--- src/rtl/main_run_ctrl.sv ---
// Host-side run controller for the Bambu "main" accelerator.
// It loads an image into main's slave RAM, starts main, times the run and streams back a result window.
module main_run_ctrl #(
  parameter int                ADDR_W      = 14,
  parameter int                DATA_W      = 16,
  parameter int                CYC_W       = 32,
  parameter logic [CYC_W-1:0]  TIMEOUT_CYC = CYC_W'(200000000)
) (
  input  logic              clock,
  input  logic              reset,
  input  logic              go,
  input  logic [ADDR_W-1:0] cfg_base_addr,
  input  logic [ADDR_W-1:0] cfg_load_len,
  input  logic [ADDR_W-1:0] cfg_rd_base,
  input  logic [ADDR_W-1:0] cfg_rd_len,
  input  logic [7:0]        in_data,
  input  logic              in_valid,
  output logic              in_ready,
  output logic [1:0]        S_oe_ram,
  output logic [1:0]        S_we_ram,
  output logic [ADDR_W-1:0] S_addr_ram,
  output logic [DATA_W-1:0] S_Wdata_ram,
  output logic [7:0]        S_data_ram_size,
  output logic              start_port,
  input  logic              done_port,
  input  logic [DATA_W-1:0] Sout_Rdata_ram,
  input  logic [1:0]        Sout_DataRdy,
  output logic [7:0]        out_data,
  output logic              out_valid,
  input  logic              out_ready,
  output logic              busy,
  output logic [1:0]        status,
  output logic [CYC_W-1:0]  cycles
);

  typedef enum logic [2:0] {IDLE, LOAD, START, RUN, RDREQ, RDOUT, DONE} state_t;

  state_t            state_q, state_d;
  logic [ADDR_W-1:0] base_q, load_len_q, rd_base_q, rd_len_q, idx_q;
  logic [7:0]        byte_q;
  logic              we_q;
  logic              oe_rd;
  logic              go_acc, rdy, timeout_hit;
  logic              unused_bits;

  assign go_acc      = (state_q == IDLE) && go;
  assign rdy         = Sout_DataRdy[0];
  assign timeout_hit = (cycles == TIMEOUT_CYC);
  assign unused_bits = ^{Sout_DataRdy[1], Sout_Rdata_ram[DATA_W-1:8]};

  always_ff @(posedge clock or negedge reset) begin
    if (!reset) state_q <= IDLE;
    else        state_q <= state_d;
  end

  always_comb begin
    state_d    = state_q;
    in_ready   = 1'b0;
    start_port = 1'b0;
    oe_rd      = 1'b0;
    out_valid  = 1'b0;
    busy       = 1'b1;
    case (state_q)
      IDLE: begin
        busy = 1'b0;
        if (go) state_d = (cfg_load_len != '0) ? LOAD : START;
      end
      LOAD: begin
        in_ready = !we_q;
        if (we_q && rdy && (idx_q == load_len_q - ADDR_W'(1))) state_d = START;
      end
      START: begin
        start_port = 1'b1;
        state_d    = RUN;
      end
      RUN: begin
        // A completion seen in the same cycle as the timeout still counts as a pass.
        if (done_port)        state_d = (rd_len_q != '0) ? RDREQ : DONE;
        else if (timeout_hit) state_d = DONE;
      end
      RDREQ: begin
        oe_rd = 1'b1;
        if (rdy) state_d = RDOUT;
      end
      RDOUT: begin
        out_valid = 1'b1;
        if (out_ready) state_d = ((idx_q + ADDR_W'(1)) < rd_len_q) ? RDREQ : DONE;
      end
      DONE: begin
        busy    = 1'b0;
        state_d = IDLE;
      end
      default: state_d = IDLE;
    endcase
  end

  // Run bookkeeping and the one outstanding write; cleared by reset so an access dies at once.
  always_ff @(posedge clock or negedge reset) begin
    if (!reset) begin
      we_q     <= 1'b0;
      idx_q    <= '0;
      cycles   <= '0;
      status   <= 2'd0;
      out_data <= 8'h00;
    end else begin
      case (state_q)
        IDLE: if (go) begin
          idx_q  <= '0;
          cycles <= '0;
          status <= 2'd0;
        end
        LOAD: begin
          if (!we_q && in_valid) begin
            we_q <= 1'b1;
          end else if (we_q && rdy) begin
            we_q  <= 1'b0;
            idx_q <= idx_q + ADDR_W'(1);
          end
        end
        START: cycles <= CYC_W'(1);
        RUN: begin
          if (done_port) begin
            status <= 2'd1;
            idx_q  <= '0;
          end else if (timeout_hit) begin
            status <= 2'd2;
          end else begin
            cycles <= cycles + CYC_W'(1);
          end
        end
        RDREQ: if (rdy) out_data <= Sout_Rdata_ram[7:0];
        RDOUT: if (out_ready) idx_q <= idx_q + ADDR_W'(1);
        default: ;
      endcase
    end
  end

  // Configuration and the pending image byte carry no reset; they are only read while qualified.
  always_ff @(posedge clock) begin
    if (go_acc) begin
      base_q     <= cfg_base_addr;
      load_len_q <= cfg_load_len;
      rd_base_q  <= cfg_rd_base;
      rd_len_q   <= cfg_rd_len;
    end
    if ((state_q == LOAD) && in_valid && in_ready) byte_q <= in_data;
  end

  assign S_we_ram        = {1'b0, we_q};
  assign S_oe_ram        = {1'b0, oe_rd};
  assign S_addr_ram      = we_q  ? (base_q + idx_q) :
                           oe_rd ? (rd_base_q + idx_q) : '0;
  assign S_Wdata_ram     = we_q ? DATA_W'(byte_q) : '0;
  assign S_data_ram_size = (we_q || oe_rd) ? 8'd8 : 8'd0;

endmodule
--- config.mk ---
export PLATFORM = sky130hd
export DESIGN_NAME = main_run_ctrl
export DESIGN_NICKNAME = d
export VERILOG_FILES = /design/src/rtl/main_run_ctrl.sv
export SDC_FILE = /design/constraint.sdc
export NUM_CORES = 1
export LEC_CHECK = 0
export CAP_MARGIN = 25
export CORE_ASPECT_RATIO = 0.5
export CORE_MARGIN = 2
export CORE_UTILIZATION = 25
export DETAILED_ROUTE_END_ITERATION = 7
export GPL_TIMING_DRIVEN = 0
export MAX_ROUTING_LAYER = met4
export PLACE_DENSITY = 0.56
export SLEW_MARGIN = 20
export SYNTH_ARGS = -nofsm -noshare
export SYNTH_HDL_FRONTEND = slang
export SYNTH_SLANG_ARGS = --single-unit
--- constraint.sdc ---
create_clock -name clock -period 6.89 [get_ports clock]
set_input_delay 1.378 -clock clock [delete_from_list [all_inputs] [get_ports clock]]
set_output_delay 1.378 -clock clock [all_outputs]
set_load 0.05 [all_outputs]
==> run metrics, run 1 <==
status=complete, no violations; count leader, synth=edfxtp_1; Compound-Gate Fraction of Synth Area=13.7%; met3 GRT Util=~2.5%; H-tree depth=4; depth of the most critical reg-to-reg path=14; Adder-Cell Fraction of Synth Area=7.75%; Die Wd=248 microns; Synth Instances=740; Multi-input gate area=between 3000 and 4000 sq um; Reg clk slew, reported paths=approximately 0.060 ns; Slew HR=52.0%; Fin Hold WS=0.507 ns; Final Instance Count excl. Fillers=1,331; DR DRC count=0; DIE HEIGHT=126 microns; top post-synthesis cells by count=edfxtp_1 (64), dfrtp_1 (60), nor2_1 (58); CTS max path bufs=2; share of layout cells above drive strength 1=a little over 8%; cts bufs inserted=17; Max IR drop VDD=0.147 mV; gr usage total=14.0%; crit path DAT=4.40 ns; CP Data Required Time=around 5.5 ns; flops & latches, synth=around 120; busiest grt layer=met2; largest family of logic cells by synthesized area=simple AND/OR/NAND/NOR gates; final net count=around 1,100; postcts setup bufs=0; fillers=2,975; Post-synth EDFFs=64; Synth area leaders=edfxtp_1 (26%), dfrtp_1 (20%), ha_1 (7.2%); CP top delay family=compound AO/OA/AOI/OAI gates; top-area cell type share of the netlist area=between 20% and 30%; clk_skew=between 0.007 and 0.008 ns; initial antenna violation count=1; final design utilization=34.7%; met2 usage in global routing=23.0%; Area after DPL=9540 sq um; first-iteration detailed-routing DRC count=365; 1st-pass router iterations=5; wire per inst=roughly 16 microns; Synth Area in Simple Gates=17.1%; Final setup viols=0; area share of xor/xnor cells in the synthesized design=between 8 and 9%; GRT overflow=0; RSZ-0062 raised after global routing=false; CP Class=reg2out; Final min period=5.78 ns; pin slew with the least headroom to its limit=around 0.71 ns; TNS Setup=0 ns; vias in the first global route=6,157; largest net degree at the start of global routing=52; Hold Vio Cnt, Final=0; slowest CP cell=clkdlybuf4s50_1; max_cap viols=0; I/O pin count=~180; GP Congestion=0.841; Sinks on Clock Net=around 120; hold-fix buffers at CTS=0; PD cells=between 300 and 400 nW/um^2; final worst setup slack=between 1 and 1.5 ns; Area growth, synth to finish=35.6%; peak fanout along the critical path=9; FF+latch area=3420 sq um; fmax=0.173 GHz; Ys Warns=0; Design Power=around 3.2 mW; crit path launch type=register; Core Area=29,200 sq um; Die ar.=31,300 sq um; PortBufs=149; Bufs and invs on worst path=1; first-pass GRT wire length=32.7 mm; post-synthesis mux area share=1.34%; crit path cell chain=ha_1 -> fa_1 -> a21o_1 -> a21o_1 -> a2111oi_0 -> o31ai_1 -> o41ai_1 -> xnor2_1 -> a22o_1 -> clkdlybuf4s50_1; Synth Flop Type=edfxtp_1; clk root buf=clkbuf_16; Via density=4.64; Leak=slightly above 4 nW; Worst R2R Setup Slack=3.30 ns; Yosys cell types=60; Max stage delay on crit path=0.80 ns; syn avg cell area=10.1 sq um; hold path depth=2; post-route ant nets=0; Mapped Area=7450 sq um; Vias=6,179; Placed Cells incl. Taps=1,298; Initial Utilization=25.5%; Stages on worst setup path=10; largest area contributor in the netlist=edfxtp_1; final period utilization=83.8%; met1 Use GR=17.2%; Clk Latency, worst-skew pair=0.43 ns; CTS tree=built; design area=10,100 sq um; crit-path most repeated cell=a21o_1; Final Max Slew Viols=0; CP Capture Type=primary output; Resize count post-CTS=0; WL final=about 21 mm; HPWL Detailed=~16 mm; # rows=between 40 and 50; type of the most critical hold path=reg2reg; Post-synth ARST share=48.4%; register area share after synthesis=~46%; worst slack, placed=1.56 ns
-- final timing paths --
kind | start | to
setup reg to reg | idx_q[2] | state_q[1]
setup / recovery | idx_q[0] | S_addr_ram[12]
hold / removal | status[0] | status[0]
min in group asynchronous | reset | cycles[28]
hold reg to reg | status[0] | status[0]
max in group asynchronous | reset | idx_q[13]
-- cell families (layout without fill, tap and decap cells) --
kind of cell	Yosys count	after routing
compound gates	155	155
xor+xnor	75	75
fa+ha+maj	45	45
buf+inv	83	266
flops	124	124
mux	9	9
other cells	1	18
simple gates	248	248
-- per-layer routing --
metal  wire length, microns  up-vias
met3                    705       29
met5                      0        -
met2                  10200      128
met1                   9560     2974
li1                       -     3048
met4                    437        0
-- worst min-delay path, delay by kind of cell (launching register included) --
kind / cells / cell delay, ns
AOI/OAI and AO/OA: 1 / 0.07
DFF: 1 / 0.35
and+or+nand+nor: 1 / 0.05
-- layout by cell type (no fill, tap or decap), types with 23 or more instances in the layout --
cell | Yosys | layout
xnor2_1 | 56 | 56
o21ai_0 | 48 | 48
buf_4 | 22 | 23
clkdlybuf4s50_1 | 0 | 148
nand3_1 | 27 | 27
nor3_1 | 30 | 30
nor2_1 | 58 | 58
ha_1 | 43 | 43
inv_1 | 34 | 34
edfxtp_1 | 64 | 64
dfrtp_1 | 60 | 60
nand2_1 | 41 | 41
a21oi_1 | 28 | 28
-- sequential cells by signal (all words and copies together), names as in the netlist --
register	cells
load_len_q	14
byte_q	8
status	2
base_q	14
rd_base_q	14
out_data	8
state_q	3
we_q	1
cycles	32
rd_len_q	14
idx_q	14
-- where the power goes --
part	leakage (nW)	switching, mW	total (mW)	internal (mW)
clock network	0.282	0.350	0.868	0.517
logic	2.37	0.880	1.35	0.471
registers	1.40	0.0784	0.981	0.903
total	4.05	1.31	3.20	1.89
-- final cells by class --
cell class	instances	share of cell area [%]
Antenna cell	1	0.0247
Inverter	35	1.32
Clock inverter	13	1.10
Timing Repair Buffer	151	15.2
Tap cell	391	4.84
Clock buffer	19	4.49
Buffer	48	2.65
Sequential cell	124	33.9
Multi-Input combinational cell	549	36.5
No activity file was read; power rests on OpenSTA's default activity.
==> inputs of run 2 (changes only) <==
==> constraint.sdc (replaced) <==
create_clock -name clock -period 5.4 [get_ports clock]
set_input_delay 1.08 -clock clock [delete_from_list [all_inputs] [get_ports clock]]
set_output_delay 1.08 -clock clock [all_outputs]
set_load 0.05 [all_outputs]
==> run 2 against run 1 <==
Design area barely moved; critical path type unchanged; sequential cell count did not move; largest power group unchanged; clock skew rose by 0.0056 ns; global-route usage did not move; total power rose by 27%; die area did not move; register-to-register slack got worse by 1.5 ns; clock-buffer cell count did not move; sequential power rose by 27%; final cell count did not move.
==> run metrics, run 2 (synthesized netlist as in run 1, its figures left out) <==
pin slew with the least headroom to its limit=0.718 ns (was 0.712 ns); clk root buf=clkbuf_16 (unchanged); Final min period=5.14 ns; first-iteration detailed-routing DRC count=350 (was 365); Die ar.=31,300 sq um (unchanged); share of layout cells above drive strength 1=8.20% (unchanged); Final Instance Count excl. Fillers=1,331 (unchanged); peak fanout along the critical path=9 (unchanged); RR Endpoint=state_q[1] (unchanged); Via density=4.65 (was 4.64); Leak=4.07 nW (was 4.05 nW); CTS tree=built (unchanged); type of the most critical hold path=in2async (was reg2reg); crit path launch type=register (unchanged); Die Wd=248 microns (unchanged); RR Startpoint=idx_q[2] (unchanged); CP Class=reg2out (unchanged); largest net degree at the start of global routing=52 (unchanged); depth of the most critical reg-to-reg path=14 (unchanged); # rows=44 (unchanged); I/O pin count=176 (unchanged); final worst setup slack=0.258 ns (was 1.11 ns); RSZ-0062 raised after global routing=false (unchanged); Final setup viols=0 (unchanged); GP Congestion=0.841 (unchanged); gr usage total=14.0% (unchanged); GRT overflow=0 (unchanged); HPWL Detailed=16.5 mm (unchanged); Vias=6,195 (was 6,179); postcts setup bufs=0 (unchanged); CP Data Required Time=4.32 ns (was 5.51 ns); Reg clk slew, reported paths=0.06 ns (about the same); Worst R2R Setup Slack=1.84 ns (was 3.30 ns); Clk Latency, worst-skew pair=0.43 ns (about the same); design area=10,100 sq um (about the same); wire per inst=15.7 microns (about the same); 1st-pass router iterations=4 (was 5); PortBufs=149 (unchanged); CTS max path bufs=2 (unchanged); first-pass GRT wire length=32.7 mm (unchanged); worst slack, placed=0.365 ns (was 1.56 ns); Placed Cells incl. Taps=1,298 (unchanged); final period utilization=95.2%; DIE HEIGHT=126 microns (unchanged); Hold Vio Cnt, Final=0 (unchanged); Most flops, register=cycles (unchanged); CP Capture Type=primary output (unchanged); most frequent cells in the layout=clkdlybuf4s50_1 (146), edfxtp_1 (64), dfrtp_1 (60) (was clkdlybuf4s50_1 (148), edfxtp_1 (64), dfrtp_1 (60)); Design Power=4.08 mW (was 3.20 mW); max_cap viols=0 (unchanged); Area growth, synth to finish=35.7% (was 35.6%); Area after DPL=9540 sq um (unchanged); WL final=21.0 mm (was 20.9 mm); crit path DAT=4.06 ns (was 4.40 ns); Final Max Slew Viols=0 (unchanged); Slew HR=51.6% (was 52.0%); critical path launch point=idx_q[0] (unchanged); Core Area=29,200 sq um (unchanged); most common cell after layout, fill and taps aside=clkdlybuf4s50_1 (unchanged); Max IR drop VDD=0.188 mV (was 0.147 mV); Largest register FFs=32 (unchanged); TNS Setup=0 ns (unchanged); post-route ant nets=0 (unchanged); clk_skew=0.0128 ns (was 0.00724 ns); final net count=1,059 (unchanged); initial antenna violation count=1 (unchanged); DR DRC count=0 (unchanged); Initial Utilization=25.5% (unchanged); H-tree depth=4 (unchanged); Sinks on Clock Net=124 (unchanged); cts bufs inserted=17 (unchanged); vias in the first global route=6,157 (unchanged); status=complete, no violations (unchanged); PD cells=403 nW/um^2 (was 316 nW/um^2); fmax=between 0.15 and 0.2 GHz
==> run 2: how the worst max path moves through the flow <==
stage,end,slack [ns],cells after the start
after floorplan,S_addr_ram[12],1.33,9
after global placement,S_addr_ram[12],0.38,10
after detailed placement,S_addr_ram[12],0.37,10
after CTS,S_addr_ram[12],0.0004,10
after global routing,S_addr_ram[8],0.05,10
final,S_addr_ram[8],0.26,10
==> run 2: layout make-up <==
cell class	instances	area, sq um
flip-flops and latches	124	3420
clock buffers	19	454
plain buffers	48	268
fillers	2974	19100
well taps	391	489
clock inverters	13	111
inverters	35	134
multi-input cells	549	3690
diodes	1	2.50
repair buffers	151	1540
==> run 2: where the power goes <==
| part | internal (mW) | leakage, nW | switching, mW |
|---|---|---|---|
| Combinational | 0.601 | 2.40 | 1.12 |
| Sequential | 1.15 | 1.40 | 0.0998 |
| Clock | 0.660 | 0.282 | 0.445 |
| Total | 2.41 | 4.07 | 1.67 |
==> run 2: per-stage QoR <==
| step | hold slack [ns] | util, % |
|---|---|---|
| floorplan | 0.577 | - |
| global placement | 0.473 | 32.5 |
| detailed placement | 0.499 | 32.7 |
| CTS | 0.455 | 34.6 |
| global route | 0.473 | 34.7 |
| finish | 0.477 | 34.7 |
==> run 2: critical path: stages (launching register included) <==
cell and delay, ns:
dfrtp_1 0.51, ha_1 0.28, fa_1 0.41, a21o_1 0.18
a21o_1 0.21, a2111oi_1 0.58, nor2_1 0.10, a21oi_1 0.21
xnor2_1 0.15, a22o_1 0.18, clkdlybuf4s50_1 0.81
==> run 2: repair_timing <==
action                     in CTS  in global routing
setup endpoints to repair       1                  2
gates cloned                    0                  0
hold buffers                    0                  0
resized for setup               1                  2
==> run 2: layer usage <==
layer  part of all wire, %  GRT usage (%)  wire (microns)
met4                   1.8           5.67             373
met5                     0              -               0
met1                    46           17.2            9660
met2                    49           23.0           10200
met3                   3.3           2.51             694
